<file path="config.mk">
export PLATFORM = sky130hd
export DESIGN_NAME = neuron_act_collector
export DESIGN_NICKNAME = d
export VERILOG_FILES = /design/src/rtl/neuron_act_collector.sv
export SDC_FILE = /design/constraint.sdc
export NUM_CORES = 1
export LEC_CHECK = 0
export ABC_CLOCK_PERIOD_IN_PS = 1800
export CAP_MARGIN = 20
export CORE_UTILIZATION = 40
export CTS_BUF_LIST = sky130_fd_sc_hd__clkbuf_4
export DETAILED_ROUTE_END_ITERATION = 10
export GPL_TIMING_DRIVEN = 0
export PLACE_DENSITY = 0.71
export SYNTH_ARGS = -nofsm -noshare
export SYNTH_HDL_FRONTEND = slang
export SYNTH_SLANG_ARGS = --single-unit
</file>
<file path="constraint.sdc">
create_clock -name clk -period 1.8 [get_ports clk]
set_input_delay 0.18 -clock clk [delete_from_list [all_inputs] [get_ports clk]]
set_output_delay 0.18 -clock clk [all_outputs]
set_load 0.05 [all_outputs]
</file>
<file path="src/rtl/neuron_act_collector.sv">
// Bias-add, round/shift/saturate and collect N_IN activations into one parallel vector.
// Optional ReLU clamp is enabled by defining ACT_RELU_EN.
module neuron_act_collector #(
  parameter int N_IN  = 20,
  parameter int IN_W  = 13,
  parameter int OUT_W = 9,
  parameter int SHIFT = 4
) (
  input  logic                    clk,
  input  logic                    rst,
  input  logic                    in_valid,
  output logic                    in_ready,
  input  logic signed [IN_W-1:0]  in_neuron,
  input  logic signed [IN_W-1:0]  bias,
  output logic                    out_valid,
  input  logic                    out_ready,
  output logic [N_IN*OUT_W-1:0]   out_act
);

  localparam int SUM_W = IN_W + 2;
  // One extra bit so adding the rounding constant can never wrap.
  localparam int RND_W = SUM_W + 1;
  localparam int CNT_W = $clog2(N_IN + 1);
  localparam int IDX_W = $clog2(N_IN);
  localparam int RND_I = (1 << SHIFT) >> 1;
  localparam int SAT_HI_I = (1 << (OUT_W - 1)) - 1;
`ifdef ACT_RELU_EN
  localparam int SAT_LO_I = 0;
`else
  localparam int SAT_LO_I = -(1 << (OUT_W - 1));
`endif
  localparam logic signed [RND_W-1:0] RND    = RND_W'(RND_I);
  localparam logic signed [RND_W-1:0] SAT_HI = RND_W'(SAT_HI_I);
  localparam logic signed [RND_W-1:0] SAT_LO = RND_W'(SAT_LO_I);

  logic [CNT_W-1:0]        acc_cnt;
  logic [CNT_W-1:0]        wr_cnt;
  logic                    s1_valid;
  logic signed [SUM_W-1:0] sum_q;
  logic [OUT_W-1:0]        bank [N_IN];

  logic                    accept;
  logic                    drain;
  logic signed [RND_W-1:0] rounded;
  logic signed [RND_W-1:0] shifted;
  logic [OUT_W-1:0]        act_val;

  // Both ports transfer on the rising edge where valid && ready; a producer holds
  // its payload stable until that edge, and ready never depends on valid.
  assign in_ready = !rst && (acc_cnt < CNT_W'(N_IN));
  assign accept   = in_valid && in_ready;
  assign drain    = out_valid && out_ready;

  always_comb begin
    rounded = RND_W'(sum_q) + RND;
    shifted = rounded >>> SHIFT;
    if (shifted > SAT_HI) begin
      act_val = OUT_W'(SAT_HI_I);
    end else if (shifted < SAT_LO) begin
      act_val = OUT_W'(SAT_LO_I);
    end else begin
      act_val = shifted[OUT_W-1:0];
    end
  end

  always_ff @(posedge clk) begin
    if (rst) begin
      acc_cnt   <= '0;
      wr_cnt    <= '0;
      s1_valid  <= 1'b0;
      sum_q     <= '0;
      out_valid <= 1'b0;
      for (int i = 0; i < N_IN; i++) begin
        bank[i] <= '0;
      end
    end else begin
      s1_valid <= accept;
      if (accept) begin
        sum_q   <= SUM_W'(in_neuron) + SUM_W'(bias);
        acc_cnt <= acc_cnt + 1'b1;
      end
      // out_valid is set on the same edge as the last slot write.
      if (s1_valid) begin
        bank[wr_cnt[IDX_W-1:0]] <= act_val;
        wr_cnt                  <= wr_cnt + 1'b1;
        out_valid               <= (wr_cnt == CNT_W'(N_IN - 1));
      end
      if (drain) begin
        acc_cnt   <= '0;
        wr_cnt    <= '0;
        out_valid <= 1'b0;
      end
    end
  end

  for (genvar g = 0; g < N_IN; g++) begin : g_pack
    assign out_act[g*OUT_W +: OUT_W] = bank[g];
  end

endmodule

</file>
==> out/results.md, run 1 <==
| Quantity | Reported | Unit |
|---|---|---|
| I/O pin total | 212 | - |
| Worst clock skew | 0.0518 | ns |
| Number of vias in the routed layout | 6,558 | - |
| Power Dens Cells | 949 | nW/µm² |
| Result of the run | finished with violations | - |
| Mean cell area of the mapped netlist | 12.2 | µm² |
| Highest layer used for signal routing | met4 | - |
| Placement Rows | 52 | - |
| Number of routed nets with antenna violations | 0 | - |
| Die area | 21,300 | µm² |
| DRT iter0 DRCs | 498 | - |
| Critical path start-end classification | reg -> reg | - |
| Core region area | 20,300 | µm² |
| Number of library cell types mapped by synthesis | 55 | - |
| Data required, critical path | 2.16 | ns |
| Fraction of post-synthesis cell area in the top cell type by area | 65.2 | % |
| Actual slew at the worst max-slew pin | 0.965 | ns |
| Sum of overflow across all layers after global routing | 0 | - |
| Crit path arrival time | 2.48 | ns |
| Sequential Area | 5890 | µm² |
| Number of synthesis warnings | 0 | - |
| Depth of the CTS H-tree | 2 | - |
| Post-synthesis cell count | 677 | - |
| Type of the tightest min-delay check | in -> reg | - |
| Clock net sink count | 203 | - |
| Net total in the final layout | 1,026 | - |
| First-pass GRT wire length | 35.7 | mm |
| Dominant cell type by area after synthesis | sky130_fd_sc_hd__edfxtp_1 | - |
| Wire per inst | 18.8 | µm |
| Worst-case vdd ir drop | 0.406 | mV |
| Initial Util | 40.8 | % |
| Final core occ | 61.6 | % |
| TritonCTS clock tree | done | - |
| Number of iterations in the first detailed-routing pass | 5 | - |
| Endpoints failing hold | 0 | - |
| Crit end category | flop | - |
| Share of final-layout standard cells stronger than drive strength 1 | 29.1 | % |
| WL met3 | 1.74 | mm |
| Fraction of registers with async set/reset | 0 | % |
| Post-synthesis share of cell area spent on xor and xnor gates | 1.48 | % |
| Worst setup margin | -0.324 | ns |
| Vert. Die Dim | 146 | µm |
| Dominant synthesized flop cell | sky130_fd_sc_hd__edfxtp_1 | - |
| Placer Congestion | 0.847 | - |
| Largest driver fanout on the critical path | 6 | - |
| Growth of design area from synthesis to finish | 50.8 | % |
| Number of max-slew violations in the final report | 0 | - |
| Min Clock Period, post-route | 2.12 | ns |
| Root buffer selected by CTS | sky130_fd_sc_hd__clkbuf_4 | - |
| IO buf count | 211 | - |
| Count of fill cells added during filler insertion | 1,608 | - |
| Pin count of the biggest net entering global routing | 14 | - |
| Via density | 5.10 | - |
| Violations in the final reports | setup timing | - |
| Number of flops mapped to enable cells by yosys | 180 | - |
| Residual DRC count | 0 | - |
| Clock transition time at the flip-flop clock pins of the worst setup and hold paths | 0.06 | ns |
| Setup repair after global routing missed its margin | true | - |
| Adder-Cell Fraction of Synth Area | 2.72 | % |
| Worst Hold Launch | in_valid | - |
| Total Routed Length | 24.1 | mm |
| Category of the worst setup path launch point | flop | - |
| DIE WIDTH | 146 | µm |
| Biggest area contributors in the synthesized netlist | sky130_fd_sc_hd__edfxtp_1 65%, sky130_fd_sc_hd__nor2_1 9.1%, sky130_fd_sc_hd__dfxtp_1 5.6% | - |
| Number of flip-flops and latches in the synthesized netlist | 203 | - |
| Fraction of the cycle the final worst path needs | 118 | % |
| Setup violation total in the final timing report | 125 | - |
| Multi-input combinational cell area | 2810 | µm² |
| Combinational family with the most area after synthesis | simple AND/OR/NAND/NOR gates | - |
| Net count after synthesis | 725 | - |
| Routed met1 length | 9.36 | mm |
| Total CTS buffers | 49 | - |
| Achievable clock frequency | 471 | MHz |
| Startpoint of the most critical register-to-register path | sum_q[10]$_SDFFE_PP0P_ | - |
| # Max-Cap Violations | 0 | - |
| Overall power after layout | 11.9 | mW |
| Via count of the first global-routing pass | 6,356 | - |
| Initial antenna violation count | 1 | - |
| Skew-Pair Late Insertion Delay | 0.66 | ns |
| Leak pwr | 5.06 | nW |
| Critical Path Start | sum_q[10]$_SDFFE_PP0P_ | - |
| Rel. slew slack | 35.7 | % |
| Final HPWL DP | 14.4 | mm |
| Sequential cell area fraction in the yosys report | 70.8 | % |
| Met2 Wirelength | 12.1 | mm |
| Global router's overall resource usage | 22.2 | % |
| Post-Synth Simple-Gate Area | 16.1 | % |
| Multiplexer area fraction after synthesis | 0.242 | % |
| Number of buffers on the longest clock path | 3 | - |
| Post-synth design cell area | 8290 | µm² |
| Area fraction in compound gates after synthesis | 6.15 | % |
==> timing repair <==
item,CTS,global route
cloned,11,1
hold buffers,0,0
pin swaps,27,11
setup endpoints to repair,542,345
buffers inserted,30,9
resized for setup,392,73
==> cells in the mapped netlist (4+ instances only) <==
| cell type | n |
|---|---|
| sky130_fd_sc_hd__inv_1 | 10 |
| sky130_fd_sc_hd__xnor2_1 | 6 |
| sky130_fd_sc_hd__a31oi_1 | 5 |
| sky130_fd_sc_hd__a21oi_1 | 19 |
| sky130_fd_sc_hd__nor2_1 | 200 |
| sky130_fd_sc_hd__o21ai_0 | 16 |
| sky130_fd_sc_hd__edfxtp_1 | 180 |
| sky130_fd_sc_hd__clkbuf_1 | 19 |
| sky130_fd_sc_hd__xor2_1 | 8 |
| sky130_fd_sc_hd__dfxtp_1 | 23 |
| sky130_fd_sc_hd__nand4_1 | 6 |
| sky130_fd_sc_hd__a211oi_1 | 4 |
| sky130_fd_sc_hd__ha_1 | 18 |
| sky130_fd_sc_hd__o211ai_1 | 5 |
| sky130_fd_sc_hd__and3_1 | 7 |
| sky130_fd_sc_hd__and2_1 | 6 |
| sky130_fd_sc_hd__nand2_1 | 58 |
| sky130_fd_sc_hd__buf_2 | 17 |
| sky130_fd_sc_hd__nand3_1 | 19 |
==> worst paths after layout <==
| path | endpoint | slack (ns) | depth (start not counted) |
|---|---|---|---|
| max | bank[13][4]$_SDFFCE_PN0P_ | -0.32 | 7 |
| min | sum_q[11]$_SDFFE_PP0P_ | 0.35 | 5 |
| min reg2reg | acc_cnt[1]$_SDFFE_PP0P_ | 0.49 | 2 |
| max reg2reg | bank[13][4]$_SDFFCE_PN0P_ | -0.32 | 7 |
==> final cells by class <==
class	instances	area share, %
antenna	1	0.0200
buffer	28	2.49
clock buffer	71	4.26
clock inverter	16	0.931
inverter	11	0.360
multi-input combinational	425	22.5
sequential	203	47.1
tap	270	2.70
timing repair buffer	260	19.6
==> cells by family (layout without fill, tap and decap cells) <==
logic type / after synthesis / after routing
muxes: 2 / 2
and+or+nand+nor: 315 / 315
DFF: 203 / 203
AOI/OAI and AO/OA: 76 / 76
other: 0 / 1
buffers and inverters: 49 / 386
adders and majority gates: 18 / 18
xor gates and xnor gates: 14 / 14
==> power breakdown <==
part           leakage, nW  switching (mW)  internal [mW]
clock network        0.387            1.77           2.10
logic                 2.62            1.65          0.939
registers             2.05          0.0976           5.30
==> worst max-delay path: stages (launching register included) <==
cell,delay (ns)
sky130_fd_sc_hd__dfxtp_2,0.42
sky130_fd_sc_hd__and3_1,0.32
sky130_fd_sc_hd__nand3_2,0.20
sky130_fd_sc_hd__o21ai_1,0.31
sky130_fd_sc_hd__a2bb2oi_2,0.25
sky130_fd_sc_hd__buf_6,0.17
sky130_fd_sc_hd__buf_8,0.14
sky130_fd_sc_hd__nor2_1,0.04
==> placed cells by master (no fill, tap or decap), types with 16 or more instances in the layout <==
cell type,count
sky130_fd_sc_hd__edfxtp_1,180
sky130_fd_sc_hd__dlygate4sd2_1,174
sky130_fd_sc_hd__nor2_1,146
sky130_fd_sc_hd__clkbuf_4,71
sky130_fd_sc_hd__nor2_2,42
sky130_fd_sc_hd__clkdlybuf4s50_1,29
sky130_fd_sc_hd__nand2_2,25
sky130_fd_sc_hd__buf_6,25
sky130_fd_sc_hd__buf_4,24
sky130_fd_sc_hd__nand2_1,22
sky130_fd_sc_hd__ha_1,17
sky130_fd_sc_hd__nand3_1,16
sky130_fd_sc_hd__a21oi_1,16
==> per-stage QoR <==
| stage | hold slack [ns] | cells | TNS, ns | area (µm²) | setup slack (ns) |
|---|---|---|---|---|---|
| floorplan | 0.367 | 677 | 0 | 8340 | 0.000218 |
| global placement | 0.455 | 1158 | -118.00 | 10800 | -0.556 |
| detailed placement | 0.473 | 1158 | -125.42 | 10800 | -0.562 |
| CTS | 0.280 | 1279 | -9.37 | 12200 | -0.157 |
| global route | 0.333 | 1285 | -30.02 | 12500 | -0.346 |
| finish | 0.354 | 1285 | -25.58 | 12500 | -0.324 |
==> metal layers <==
layer	track usage, %	vias up
met5	0	-
met4	10.3	0
met3	4.39	68
met2	38.4	323
met1	26.7	3126
li1	-	3041
==> registers in the layout (all words and copies together), names as in the netlist <==
register	count
wr_cnt	5
out_valid	1
acc_cnt	5
s1_valid	1
sum_q	11
bank	180
Power figures use the tool's default switching activity.
==> run 2, diff against run 1 <==
--- a/config.mk
+++ b/config.mk
@@ -12,6 +12,7 @@
 export DETAILED_ROUTE_END_ITERATION = 10
 export GPL_TIMING_DRIVEN = 0
 export PLACE_DENSITY = 0.71
+export SETUP_SLACK_MARGIN = 0.4
 export SYNTH_ARGS = -nofsm -noshare
 export SYNTH_HDL_FRONTEND = slang
 export SYNTH_SLANG_ARGS = --single-unit
==> run 2 against run 1 <==
  * The run still ends with setup timing left
  * Cell count is 0.62% higher
  * Fmax rose by 1.8%
  * Critical path depth increased by 1
  * Final area grew 2.9%
  * Combinational power hardly changed
  * Critical path type unchanged
==> out/results.md, run 2 (same netlist as run 1, synthesis figures left out) <==
| Quantity | Reported | Unit | Change |
|---|---|---|---|
| Critical path start-end classification | reg -> reg | - |  |
| Share of final-layout standard cells stronger than drive strength 1 | 44.1 | % | +15 points |
| Core region area | 20,300 | µm² | unchanged |
| Final HPWL DP | 14.6 | mm | +1.5% |
| Endpoints failing hold | 0 | - | unchanged |
| Data required, critical path | 2.17 | ns | about the same |
| Worst Hold Launch | out_ready | - |  |
| Root buffer selected by CTS | sky130_fd_sc_hd__clkbuf_4 | - |  |
| Setup repair after global routing missed its margin | true | - |  |
| Number of buffers on the longest clock path | 3 | - | unchanged |
| Total Routed Length | 23.8 | mm | -1.3% |
| Wire per inst | 18.4 | µm | -1.9% |
| Violations in the final reports | setup timing | - |  |
| Crit path arrival time | 2.46 | ns | -0.02 ns |
| DRT iter0 DRCs | 450 | - | -9.6% |
| Via count of the first global-routing pass | 6,366 | - | +0.16% |
| Clock transition time at the flip-flop clock pins of the worst setup and hold paths | 0.07 | ns | about the same |
| Number of max-slew violations in the final report | 0 | - | unchanged |
| Worst clock skew | 0.0362 | ns | -0.0156 ns |
| Achievable clock frequency | 479 | MHz | +1.8% |
| I/O pin total | 212 | - | unchanged |
| Setup violation total in the final timing report | 123 | - | -1.6% |
| Rel. slew slack | 56.0 | % | +20 points |
| Category of the worst setup path launch point | flop | - |  |
| Commonest cells after routing, fill and taps aside | 180 x sky130_fd_sc_hd__nor2_1, 180 x sky130_fd_sc_hd__edfxtp_1, 162 x sky130_fd_sc_hd__buf_6 | - |  |
| Number of routed nets with antenna violations | 0 | - | unchanged |
| Pin count of the biggest net entering global routing | 14 | - | unchanged |
| Via density | 5.13 | - | +0.53% |
| Result of the run | finished with violations | - |  |
| Placer Congestion | 0.835 | - | -1.4% |
| Post-Place Worst Slack | -0.594 | ns | -0.0320 ns |
| Type of the tightest min-delay check | in -> reg | - |  |
| Max reg flops | 180 | - | unchanged |
| Overall power after layout | 11.9 | mW | about the same |
| Leading registers by flop count | bank (180), sum_q (11) | - |  |
| TritonCTS clock tree | done | - |  |
| Vert. Die Dim | 146 | µm | unchanged |
| Largest driver fanout on the critical path | 5 | - | -1 |
| Global router's overall resource usage | 22.1 | % | -0.13 points |
| Initial antenna violation count | 1 | - | unchanged |
| Die area | 21,300 | µm² | unchanged |
| Fraction of the cycle the final worst path needs | 116 | % | -2.1 points |
| Skew-Pair Late Insertion Delay | 0.64 | ns | -0.02 ns |
| # Max-Cap Violations | 0 | - | unchanged |
| Power Dens Cells | 922 | nW/µm² | -2.8% |
| Crit end category | flop | - |  |
| Actual slew at the worst max-slew pin | 0.659 | ns | -0.306 ns |
| Residual DRC count | 0 | - | unchanged |
| Total CTS buffers | 49 | - | unchanged |
| Initial Util | 40.8 | % | unchanged |
| Net total in the final layout | 1,031 | - | +0.49% |
| Largest register by flop count | bank | - |  |
| Growth of design area from synthesis to finish | 55.2 | % |  |
| Leak pwr | 5.19 | nW | +2.5% |
| Clock net sink count | 203 | - | unchanged |
| Min Clock Period, post-route | 2.09 | ns | -0.0377 ns |
| Depth of the CTS H-tree | 2 | - | unchanged |
| Startpoint of the most critical register-to-register path | sum_q[3]$_SDFFE_PP0P_ | - |  |
| Post-route non-filler standard cell count | 1,293 | - | +0.62% |
| Sum of overflow across all layers after global routing | 0 | - | unchanged |
| Worst-case vdd ir drop | 0.428 | mV | +5.5% |
| Number of buffers inserted by hold repair at cts | 0 | - | unchanged |
| Worst setup margin | -0.287 | ns | +0.0377 ns |
| First-pass GRT wire length | 35.7 | mm | -0.13% |
| Critical Path Start | sum_q[3]$_SDFFE_PP0P_ | - |  |
| Number of iterations in the first detailed-routing pass | 5 | - | unchanged |
| Number of placed instances with taps included | 1,158 | - | unchanged |
| Placement Rows | 52 | - | unchanged |
| IO buf count | 211 | - | unchanged |
| Number of vias in the routed layout | 6,634 | - | +1.2% |
| Count of fill cells added during filler insertion | 1,525 | - | -5.2% |
| DIE WIDTH | 146 | µm | unchanged |
-- run 2: cell types whose count changed in the layout (fill, tap and decap cells not counted), moves of 4 or more --
cell,before,now
sky130_fd_sc_hd__clkbuf_4,71,77
sky130_fd_sc_hd__dlygate4sd2_1,174,0
sky130_fd_sc_hd__buf_4,24,63
sky130_fd_sc_hd__nor2_1,146,180
sky130_fd_sc_hd__clkbuf_8,2,7
sky130_fd_sc_hd__buf_2,1,6
sky130_fd_sc_hd__nor2_2,42,8
sky130_fd_sc_hd__and2_1,1,5
sky130_fd_sc_hd__clkdlybuf4s15_1,7,1
sky130_fd_sc_hd__buf_6,25,162
sky130_fd_sc_hd__nand2_2,25,5
sky130_fd_sc_hd__nand2_4,11,33
-- run 2: cell type report --
type	instances	area, µm²	share of cell area [%]
Antenna cell	1	2.50	0.0195
Inverter	11	46.3	0.360
Clock buffer	77	578	4.49
Sequential cell	203	5900	45.9
Buffer	38	429	3.34
Tap cell	270	338	2.63
Clock inverter	13	81.3	0.632
Timing Repair Buffer	253	2600	20.2
Multi-Input combinational cell	427	2890	22.5
-- run 2: timing repair --
item,4_1_cts,5_1_grt
pin swaps,11,10
endpoints found under the setup margin,549,550
buffers inserted,27,8
cloned,7,2
gates resized for setup,1335,57
-- run 2: routing by layer --
layer	global-route usage, %	up-vias	routed length [µm]
met5	0	-	0
met4	8.95	0	822
met3	4.33	58	1570
met2	37.5	335	11900
met1	27.6	3180	9470
li1	-	3061	-
-- run 2: worst paths after layout --
kind                         endpoint  slack (ns)  cells past startpoint
max          bank[2][4]$_SDFFCE_PN0P_       -0.29                      8
min            out_valid$_SDFFE_PP0P_        0.25                      4
max reg2reg  bank[2][4]$_SDFFCE_PN0P_       -0.29                      8
min reg2reg   acc_cnt[4]$_SDFFE_PP0P_        0.47                      2
-- run 2: where the power goes --
| part | internal, mW | leakage (nW) | total [mW] | switching, mW |
|---|---|---|---|---|
| Combinational | 0.971 | 2.75 | 2.56 | 1.59 |
| Sequential | 5.30 | 2.05 | 5.43 | 0.127 |
| Clock | 2.09 | 0.390 | 3.87 | 1.78 |
| Total | 8.37 | 5.19 | 11.9 | 3.49 |
-- run 2: worst max-delay path, stage by stage (launching register included) --
cell                        delay, ns
sky130_fd_sc_hd__dfxtp_4         0.36
sky130_fd_sc_hd__buf_4           0.11
sky130_fd_sc_hd__nand2_1         0.14
sky130_fd_sc_hd__nor2_1          0.41
sky130_fd_sc_hd__a21oi_1         0.15
sky130_fd_sc_hd__a2bb2oi_2       0.22
sky130_fd_sc_hd__buf_4           0.17
sky130_fd_sc_hd__buf_2           0.21
sky130_fd_sc_hd__nor2_1          0.07
-- run 2: per-stage QoR --
step	TNS [ns]	hold slack [ns]	area (µm²)	util, %
after global placement	-67.35	0.448	11200	55.1
after floorplan	0	0.367	8730	-
after CTS	-3.79	0.216	12500	61.8
final	-19.22	0.255	12900	63.4
after global routing	-26.19	0.264	12900	63.4
after detailed placement	-65.68	0.464	11200	55.1
